===== config.mk =====
export PLATFORM = sky130hd
export DESIGN_NAME = if_prefetch_queue
export DESIGN_NICKNAME = d
export VERILOG_FILES = /design/src/rtl/if_prefetch_queue.sv
export SDC_FILE = /design/constraint.sdc
export NUM_CORES = 1
export LEC_CHECK = 0
export ABC_AREA = 1
export BUFFER_PORTS_ARGS = -buffer_cell sky130_fd_sc_hd__clkbuf_2
export CORE_ASPECT_RATIO = 1.1
export CORE_MARGIN = 4
export CORE_UTILIZATION = 54
export DETAILED_ROUTE_END_ITERATION = 8
export PLACE_DENSITY_LB_ADDON = 0.08
export SYNTH_ARGS = -nofsm -noshare
export SYNTH_HDL_FRONTEND = slang
export SYNTH_SLANG_ARGS = --single-unit

===== constraint.sdc =====
create_clock -name clk -period 3.4 [get_ports clk]
set_clock_uncertainty 0.15 [all_clocks]
set_input_delay 0.68 -clock clk [delete_from_list [all_inputs] [get_ports clk]]
set_output_delay 0.68 -clock clk [all_outputs]
set_load 0.02 [all_outputs]

===== src/rtl/if_prefetch_queue.sv =====
// Instruction-fetch prefetch queue.
// Issues one instruction-memory request at a time from a running fetch PC,
// buffers returned words with their PC+4 in a small FIFO, and presents the
// head entry to the IF/ID register. A redirect flushes the FIFO and any
// in-flight fetch, then restarts fetching at the (word-aligned) target.
//
// Memory handshake: imem_req/imem_addr are registered. Once imem_req is 1
// both hold until the cycle imem_ack=1; that cycle completes the request and
// imem_rdata is sampled. An ack seen while imem_req=0 is ignored. At most one
// request is outstanding.
module if_prefetch_queue #(
  parameter int          DEPTH    = 4,
  parameter logic [31:0] RESET_PC = 32'h0000_0000
) (
  input  logic                         clk,
  input  logic                         rst,
  input  logic                         redirect,
  input  logic [31:0]                  redirect_pc,
  input  logic                         deq,
  output logic                         inst_valid,
  output logic [31:0]                  inst,
  output logic [31:0]                  inst_pc4,
  output logic [$clog2(DEPTH+1)-1:0]   count,
  output logic                         imem_req,
  output logic [31:0]                  imem_addr,
  input  logic                         imem_ack,
  input  logic [31:0]                  imem_rdata,
  output logic [1:0]                   dbg_state
);

  localparam int CW = $clog2(DEPTH + 1);
  localparam int PW = $clog2(DEPTH);
  localparam logic [CW:0]   DEPTH_C = (CW + 1)'(DEPTH);
  localparam logic [PW-1:0] PTR_ONE = PW'(1);

  typedef enum logic [1:0] {
    S_IDLE  = 2'd0,
    S_WAIT  = 2'd1,
    S_DRAIN = 2'd2
  } state_t;

  state_t        r_state;
  state_t        w_state_nxt;
  logic          r_req;
  logic          w_req_nxt;
  logic [31:0]   r_addr;
  logic [31:0]   w_addr_nxt;
  logic [31:0]   r_fetch_pc;
  logic [31:0]   w_fetch_pc_nxt;

  logic [31:0]   r_mem_inst [DEPTH];
  logic [31:0]   r_mem_pc4  [DEPTH];
  logic [PW-1:0] r_rd_ptr;
  logic [PW-1:0] r_wr_ptr;
  logic [CW-1:0] r_count;

  logic [31:0]   w_redir_pc;
  logic [31:0]   w_addr_p4;
  logic          w_push;
  logic          w_pop;
  logic [CW:0]   w_next_cnt;
  logic          w_space;

  // Word-aligned redirect target and sequential next address (32-bit wrap).
  assign w_redir_pc = redirect_pc & 32'hFFFF_FFFC;
  assign w_addr_p4  = r_addr + 32'd4;

  // Redirect beats both push and pop. A push only happens for a live
  // request in WAIT; in DRAIN the returning data is stale.
  assign w_push = (r_state == S_WAIT) && imem_ack && !redirect;
  assign w_pop  = deq && (r_count != '0) && !redirect;

  // Occupancy after this cycle's pop/push; a new request needs room for it.
  assign w_next_cnt = {1'b0, r_count} + {{CW{1'b0}}, w_push} - {{CW{1'b0}}, w_pop};
  assign w_space    = (w_next_cnt < DEPTH_C);

  // Fetch FSM: next state, next request and next fetch PC.
  always_comb begin
    w_state_nxt    = r_state;
    w_req_nxt      = r_req;
    w_addr_nxt     = r_addr;
    w_fetch_pc_nxt = r_fetch_pc;
    case (r_state)
      S_IDLE: begin
        if (redirect) begin
          w_fetch_pc_nxt = w_redir_pc;
        end else if (w_space) begin
          w_req_nxt   = 1'b1;
          w_addr_nxt  = r_fetch_pc;
          w_state_nxt = S_WAIT;
        end
      end
      S_WAIT: begin
        if (redirect) begin
          w_fetch_pc_nxt = w_redir_pc;
          if (imem_ack) begin
            // Request completed but is stale: reissue at the target now.
            w_addr_nxt = w_redir_pc;
          end else begin
            // Request still outstanding: hold it and drop its data later.
            w_state_nxt = S_DRAIN;
          end
        end else if (imem_ack) begin
          w_fetch_pc_nxt = w_addr_p4;
          if (w_space) begin
            w_addr_nxt = w_addr_p4;
          end else begin
            w_req_nxt   = 1'b0;
            w_state_nxt = S_IDLE;
          end
        end
      end
      S_DRAIN: begin
        if (redirect) begin
          w_fetch_pc_nxt = w_redir_pc;
        end
        if (imem_ack) begin
          w_addr_nxt  = redirect ? w_redir_pc : r_fetch_pc;
          w_state_nxt = S_WAIT;
        end
      end
      default: begin
        w_req_nxt   = 1'b0;
        w_state_nxt = S_IDLE;
      end
    endcase
  end

  // Fetch FSM state and request registers.
  always_ff @(posedge clk or negedge rst) begin
    if (!rst) begin
      r_state    <= S_IDLE;
      r_req      <= 1'b0;
      r_addr     <= RESET_PC;
      r_fetch_pc <= RESET_PC;
    end else begin
      r_state    <= w_state_nxt;
      r_req      <= w_req_nxt;
      r_addr     <= w_addr_nxt;
      r_fetch_pc <= w_fetch_pc_nxt;
    end
  end

  // FIFO storage, pointers and occupancy; redirect empties the queue.
  always_ff @(posedge clk or negedge rst) begin
    if (!rst) begin
      for (int i = 0; i < DEPTH; i++) begin
        r_mem_inst[i] <= '0;
        r_mem_pc4[i]  <= '0;
      end
      r_rd_ptr <= '0;
      r_wr_ptr <= '0;
      r_count  <= '0;
    end else if (redirect) begin
      r_rd_ptr <= '0;
      r_wr_ptr <= '0;
      r_count  <= '0;
    end else begin
      if (w_push) begin
        r_mem_inst[r_wr_ptr] <= imem_rdata;
        r_mem_pc4[r_wr_ptr]  <= w_addr_p4;
        r_wr_ptr             <= r_wr_ptr + PTR_ONE;
      end
      if (w_pop) begin
        r_rd_ptr <= r_rd_ptr + PTR_ONE;
      end
      r_count <= w_next_cnt[CW-1:0];
    end
  end

  assign inst_valid = (r_count != '0);
  assign inst       = r_mem_inst[r_rd_ptr];
  assign inst_pc4   = r_mem_pc4[r_rd_ptr];
  assign count      = r_count;
  assign imem_req   = r_req;
  assign imem_addr  = r_addr;
  assign dbg_state  = r_state;

endmodule


Word level (Yosys, flattened, before mapping)
Index checks and enable logic that the tools add are counted.
- register bits after elaboration: 330
- logic and storage cells: 99
- bitwise gates (word level): 4
- order comparisons: 4
- equality and inequality tests: 12
- $add $sub $neg: 5
- multiplexer cells: 41
- reduce and logical (&&, ||, !) cells: 18
- operator list (operator ; number):
    2-to-1 mux 32 bit ; 15
    bitwise mux 128 bit ; 2
    binary-select mux 32 bit (select 2 bit) ; 2
    case mux 32 bit (3 select lines) ; 1
    demux 32 bit (select 2 bit) ; 1
    case mux 32 bit (2 select lines) ; 1
    adder 32 x 3 -> 32 bit (second input constant) ; 1
    2-to-1 mux 2 bit ; 11
    AND reduction 6 bit ; 3
    inequality test 2 bit (second input constant) ; 6
    inequality test 3 bit (second input constant) ; 4
    greater-or-equal comparator 3 bit (second input constant) ; 2
    inverter 2 -> 3 bit ; 2
    case mux 2 bit (3 select lines) ; 1
    nonzero test 2 bit ; 3
    nonzero test 3 bit ; 2
    logical AND 1 bit ; 5
    2-to-1 mux 1 bit ; 5
    adder 2 x 1 -> 2 bit (second input constant) ; 2
    adder 3 x 1 -> 4 bit ; 1
    < comparator 4 x 3 -> 1 bit (second input constant) ; 1
    AND reduction 2 bit ; 2
    subtractor 4 x 1 -> 4 bit ; 1
    < comparator 3 x 1 -> 1 bit (second input constant) ; 1
    8 further kinds ; 9

Longest topological paths before layout
Gate-level depths: netlist (run 1).
- depth in word-level cells: 10
- mapped depth: 22
- depth with buffers taken out: 20

Worst setup path before layout (run 1)
No wires, ideal clock.
- path kind: register to register
- from: reg r_state[1], in the netlist dbg_state[1]
- to: reg r_addr[29], in the netlist imem_addr[29]
- period minus slack after synthesis: 3.285 ns
- slack: 0.115 ns
- arrival: 3.069 ns
- required time: 3.185 ns
- stages on the path, launching flop included: 22
- library setup time: 0.065 ns
- path through: dfrtp_1 inv_1 ha_1 inv_2 nor2_2 inv_2 nor2_4 inv_1 ha_1 inv_1 ha_1 fa_1 xor2_1 inv_1 nand2_1 o21ai_0 nand2_1 buf_4 buf_4 a21oi_1 nand2_1 nand2_1
- longest elaborated chain between the ends: 8
- RTL lines (item ; line ; text):
    from (decl) ; 42 ; state_t r_state;
    from (signal assigned) ; 137 ; r_state <= w_state_nxt;
    equality test 2 x 1 -> 1 bit ; 70, 83 ;
    logical AND 1 bit (2 in a row) ; 70 ; assign w_push = (r_state == S_WAIT) && imem_ack && !redirect;
    adder 3 x 1 -> 4 bit ; 74 ; assign w_next_cnt = {1'b0, r_count} + {{CW{1'b0}}, w_push} - {{CW{1'b0}}, w_pop};
    subtractor 4 x 1 -> 4 bit ; 74 ;
    < comparator 4 x 3 -> 1 bit ; 75 ; assign w_space = (w_next_cnt < DEPTH_C);
    inequality test 3 bit (no line) / inequality test 2 bit (equally long branches) ; -- ;
    AND reduction 6 bit (no line) ; -- ;
    to (signal assigned) ; 139 ; r_addr <= w_addr_nxt;
    to (decl) ; 46 ; logic [31:0] r_addr;
Several ways; a longest one is shown, not always the timed one.
A chain may end at the register's enable or synchronous reset.

Worst setup path after layout (run 1)
- from: reg r_rd_ptr[1]
- to: out inst_pc4[15]
- longest elaborated chain between the ends: 4
- RTL lines (item ; line ; text):
    from (decl) ; 53 ; logic [PW-1:0] r_rd_ptr;
    from (signal assigned) ; 165 ; r_rd_ptr <= r_rd_ptr + PTR_ONE;
    inverter 2 -> 3 bit (not written as such) ; 173 ; assign inst_pc4 = r_mem_pc4[r_rd_ptr];
    binary-select mux 32 bit (select 2 bit) ; 173 ;
    2-to-1 mux 32 bit (not written as such) (2 in a row) ; 173 ;
    to (decl) ; 22 ; output logic [31:0] inst_pc4,
No other way between the ends. The select of a mux whose other input is x is not followed.

==> metrics, run 1 <==
Pre-antenna DRT Iters 6; setup ws final 170 ps; largest delay contributor family on the critical path buffers and inverters; Seq/Total Area, Yosys 50.8%; Syn Std Cell Area 0.0163 mm2; fin crit period 3230 ps; crit path DAT 2400 ps; Remaining DRCs 0; leading area contributor after synthesis dfrtp_1; CP required 2570 ps; Final nets 2323; DR vias/cell 5.66; Crit-path slowest cell buf_4; final-report hold violation count 7; Critical R2R Capture imem_addr[29]; final antenna-violating net count 0; # rows 66; Critical Path Sink Type output pin; Core Box Area 0.0296 mm2; worst r2r path cells 21; number of buffers on the longest clock path 3; register clock-pin slew on the reported worst setup and hold paths 60 ps; Synth Warn # 0; Power Density 955 mW/mm2; Hold Crit Class input port to async pin; WL/cell 17.1 um; gr ovfl total 0; maximum vdd drop 1020 uV; Routed WL 45.2 mm; layout cells sized above 1 13.9%; I/O pins 172; worst-skew pair later-pin latency 520 ps; first-pass GRT wire length 73.2 mm; Pleak 9.40 nW; Starting Density 54.9%; crit path kind flop to output pin; Die ar. 0.0330 mm2; CTS tree built; initial antenna violation count 0; top_reg_cell synth dfrtp_1; largest net degree at the start of global routing 129; antenna cell count 0; Commonest cells post-synth nand2_1 (615), o21ai_0 (434), dfrtp_1 (330); Final Slew Violations 0; WHS -13.3 ps; Die Wd 173 um; syn_area_per_cell 7.68 um2; Clock Sinks 330; Seq cells post-synth 330; R2R setup slack 250 ps; die span in y 190 um; CP Max Fanout 66; Core Util, Final 63.5%; worst path cell trace buf_4 -> o21ai_0 -> o22ai_1 -> clkbuf_2; Yosys cell types 33; outcome finished, violations left; Mapped Cells 2118; Power Total 18.0 mW; CTS Buf Count 38; failing checks hold timing; pre-CTS setup slack 22.8 ps; critical path buffer and inverter count 2; Slew @ Worst Pin 805 ps; Final period util 95.0%; Worst slew margin 46.4%; area growth from synthesis to layout 15.8%; htree depth 2; top cell type's share of synthesized area 50.8%; max-cap violations 0; Buffers on Ports 169; worst setup path endpoint inst_pc4[15]; Syn Nets 2202; crit path launch type flop; Setup TNS 0 ps; Fmax 310 MHz; GR Util All Layers 26.8%; Vias 14.9k; RePlAce Congestion 0.860; placed insts 2569; Initial DRC Count 1183; root buffer cell clkbuf_16; vias in the first global route 14.4k; post-DP HPWL 27.7 mm; placed cell areas 0.0175 mm2; number of synthesized flops with an enable pin 0; Non-Filler Instances 2637; Levels on crit path 4; most common cell in the synthesized netlist nand2_1; Worst Setup SP r_rd_ptr[1]; post-route design area 0.0188 mm2; Synth area leaders dfrtp_1 (51%), nand2_1 (14%), o21ai_0 (13%), nor2_1 (4.9%), o22ai_1 (3.2%); ys async rst share 100%; worst r2r src dbg_state[1]; final setup violation count 0; Worst path max stage delay 620 ps
==> repair_timing <==
| action | 4_1_cts | 5_1_grt |
|---|---|---|
| hold buffers | 0 | 0 |
| setup endpoints to repair | 0 | 33 |
| resized for setup | 0 | 9 |
| setup buffers | 0 | 1 |
==> how the worst min path moves through the flow <==
stage,end,cells after the start
floorplan,count[0],0
global placement,r_mem_pc4[88],2
detailed placement,r_mem_pc4[88],2
CTS,r_mem_inst[30],1
global route,r_mem_inst[23],1
finish,r_mem_inst[120],1
==> flip-flops by register name, indices dropped and copies added (netlist names) <==
| signal | cells |
|---|---|
| dbg_state | 2 |
| imem_req | 1 |
| r_fetch_pc | 32 |
| r_wr_ptr | 2 |
| imem_addr | 32 |
| r_mem_inst | 128 |
| r_rd_ptr | 2 |
| r_mem_pc4 | 128 |
| count | 3 |
==> cells by family after synthesis <==
family | count (synthesis) | share of synthesized area, %
adder cells (fa/ha/maj) | 15 | 1.20
AO/OA/AOI/OAI | 622 | 19.9
flip-flops | 330 | 50.8
AND/OR/NAND/NOR | 888 | 21.4
XOR/XNOR | 7 | 0.377
buffers and inverters | 256 | 6.25
==> placed cells by master, fill, tap and decap left out, types with 2 or more instances in the layout <==
master     Yosys  final
a211oi_1       2      2
a21oi_1       73     73
buf_12         0     12
buf_4          4     33
bufinv_16      0      2
clkbuf_1     100      6
clkbuf_16      0     42
clkbuf_2       1    168
clkbuf_8       0      5
clkinv_2       0     11
dfrtp_1      330    328
ha_1          14     13
inv_1        114    112
inv_2          5      5
nand2_1      615    613
nand2_2       10      8
nand2_4        1      5
nand3_1       29     29
nand3b_1       4      4
nor2_1       212    211
nor2_2         7      7
nor2_4         6      7
o211ai_1       6      6
o21ai_0      434    433
o21ai_1       21     21
o21bai_1       2      2
o22ai_1       84     84
xor2_1         6      6
==> area by class of cell <==
cell class,count,area [um2]
clock buffer,50,1070
clock inverter,14,126
fill,2691,10800
inverter,120,454
multi-input combinational,1532,7030
sequential,330,8260
tap,374,468
timing repair buffer,217,1420
==> per-layer routing <==
layer  wire length, um  up-vias  track usage, %
met2             21300      543            44.5
met1             19900     7129            37.4
met3              2910       75            3.18
met5                 0        -               0
li1                  -     7184               -
met4              1070        0            7.89
==> worst register-to-register path, delay by kind of cell (launching register included) <==
family / cells / cell delay [ps]
compound gates: 2 / 200
xor+xnor: 1 / 160
flops: 1 / 390
fa+ha+maj: 4 / 990
simple gates: 6 / 470
buf+inv: 8 / 730
==> power breakdown <==
part | switching [mW] | leakage [nW] | total (mW) | internal (mW)
Clock | 1.59 | 0.596 | 3.94 | 2.35
Sequential | 0.876 | 4.36 | 6.11 | 5.24
Combinational | 5.28 | 4.44 | 7.93 | 2.66
Total | 7.74 | 9.40 | 18.0 | 10.2
Power figures use the tool's default switching activity.
==> run 2: changes to the inputs <==
- CORE_UTILIZATION: 54 -> 40
==> metrics, run 2 (synthesis results as in run 1) <==
gr ovfl total 0; root buffer cell clkbuf_16; Largest regs r_mem_inst (128), r_mem_pc4 (128); Clk pwr share 22.6%; area growth from synthesis to layout 17.4%; Critical R2R Capture imem_addr[9]; Seq pwr share 33.7%; Die ar. 0.0440 mm2; max-cap violations 0; largest net degree at the start of global routing 80; area of the multi-input gates 0.00703 mm2; Net Sw Power 7.82 mW; I/O pins 172; crit path DAT 2390 ps; R2R setup slack 240 ps; Hold Crit Class input port to flop; Buffers on Ports 169; layout cells sized above 1 13.8%; Final Slew Violations 0; Setup TNS 0 ps; Clock Sinks 330; WL/cell 17.5 um; final-report hold violation count 0; Pre-antenna DRT Iters 6; Die Wd 200 um; Crit-path slowest cell dfrtp_4; # rows 77; min-delay src imem_rdata[15]; RePlAce Congestion 0.829; vias in the first global route 14.2k; GR Util All Layers 21.9%; outcome completed; maximum vdd drop 643 uV; Worst slew margin 47.6%; largest delay contributor family on the critical path flip-flops; Comb power frac 43.6%; worst path cell trace buf_4 -> o21ai_0 -> o22ai_1 -> clkbuf_2; Power Density 954 mW/mm2; crit path kind flop to output pin; worst-skew pair later-pin latency 550 ps; Slew @ Worst Pin 782 ps; htree depth 2; WHS 286 ps; CP required 2570 ps; Hold Crit Endpoint r_mem_inst[111]; CP Max Fanout 34; antenna cell count 0; Critical Path Sink Type output pin; Reg area 0.00826 mm2; first-pass GRT wire length 78.4 mm; Sw Share 42.9%; die span in y 219 um; Routed WL 48.6 mm; Final nets 2329; unrepaired setup endpoints after global routing no; Power Total 18.2 mW; Vias 14.7k; Fmax 310 MHz; Final period util 94.8%; Starting Density 40.5%; post-DP HPWL 30.8 mm; CTS tree built; number of buffers on the longest clock path 3; final setup violation count 0; worst r2r path cells 21; commonest non-fill, non-tap cell in the layout nand2_1; fin crit period 3220 ps; DR vias/cell 5.26; most frequent cells in the layout nand2_1 (613), o21ai_0 (433), dfrtp_1 (328); Remaining DRCs 0; Int Pwr 10.4 mW; Worst path max stage delay 670 ps; Worst Hold Depth 3; crit path launch type flop; final antenna-violating net count 0; critical path buffer and inverter count 2; # fillers 4042; Pleak 9.43 nW; Initial DRC Count 910; Core Box Area 0.0402 mm2; initial antenna violation count 0; worst r2r src dbg_state[1]; CTS Buf Count 40; register clock-pin slew on the reported worst setup and hold paths 60 ps
-- run 2: cell count changes in the layout (fill, tap and decap cells not counted), sizes merged --
cell / change
dlygate4sd3: +1
clkinvlp: -1
clkinv: -7
clkbuf: +11
bufinv: -1
buf: +4
-- run 2: repair_timing --
item                       in CTS  in global routing
hold buffers                    1                  0
resized for setup               0                 10
hold endpoints to repair        1                  0
setup endpoints to repair       0                 34
setup buffers                   0                  4
-- run 2: final cells by class --
type                            count  share of cell area, %
Multi-Input combinational cell   1532                   36.8
Tap cell                          513                   3.36
Clock buffer                       62                   6.26
Clock inverter                      5                  0.282
Sequential cell                   330                   43.3
Timing Repair Buffer              221                   7.59
Inverter                          120                   2.40
-- run 2: per-layer routing --
layer	up-vias	wire length (um)	track usage, %
met5	-	0	0
met4	0	1070	5.87
met3	73	2460	3.44
li1	7206	-	-
met1	6954	22800	30.9
met2	417	22400	35.6
-- run 2: through the flow --
stage | std cells | setup WS, ps | area, um2 | utilization (%)
finish | 2783 | 177 | 19100 | 47.5
floorplan | 2118 | 115 | 16300 | -
global placement | 2709 | 35.8 | 17700 | 44.1
global route | 2783 | 15.8 | 19100 | 47.5
CTS | 2777 | 33.4 | 19000 | 47.3
detailed placement | 2709 | -19.4 | 17700 | 44.1
-- run 2: worst max path at each step --
stage / start / slack (ps) / endpoint / depth (start not counted)
detailed placement: redirect / -20 / imem_addr[5] / 17
global placement: redirect / 40 / imem_addr[5] / 17
floorplan: dbg_state[1] / 120 / imem_addr[29] / 21
finish: r_rd_ptr[0] / 180 / inst_pc4[19] / 4
global route: dbg_state[1] / 20 / imem_addr[9] / 21
CTS: r_rd_ptr[0] / 30 / inst_pc4[10] / 5
-- run 2: worst reg2reg max path, stage by stage (launching register included) --
cell and delay (ps):
dfrtp_1 370, inv_1 80, ha_2 190, inv_2 90, nor2_4 110, inv_2 60, nor2_4 80, inv_1 40
ha_1 260, inv_1 40, ha_1 200, fa_2 340, xor2_1 160, inv_1 70, nand2_1 90, o21ai_2 70
nand2_2 90, buf_4 170, buf_4 150, a21oi_1 120, o21ai_0 110, nand2_1 70
-- run 2: power by group through the flow --
stage	combinational [mW]	sequential (mW)	clock (mW)
floorplan	5.03	6.14	0
global placement	7.60	6.17	0
detailed placement	7.70	6.20	0
CTS	7.73	6.14	4.26
global route	8.94	6.32	4.41
finish	7.95	6.15	4.13
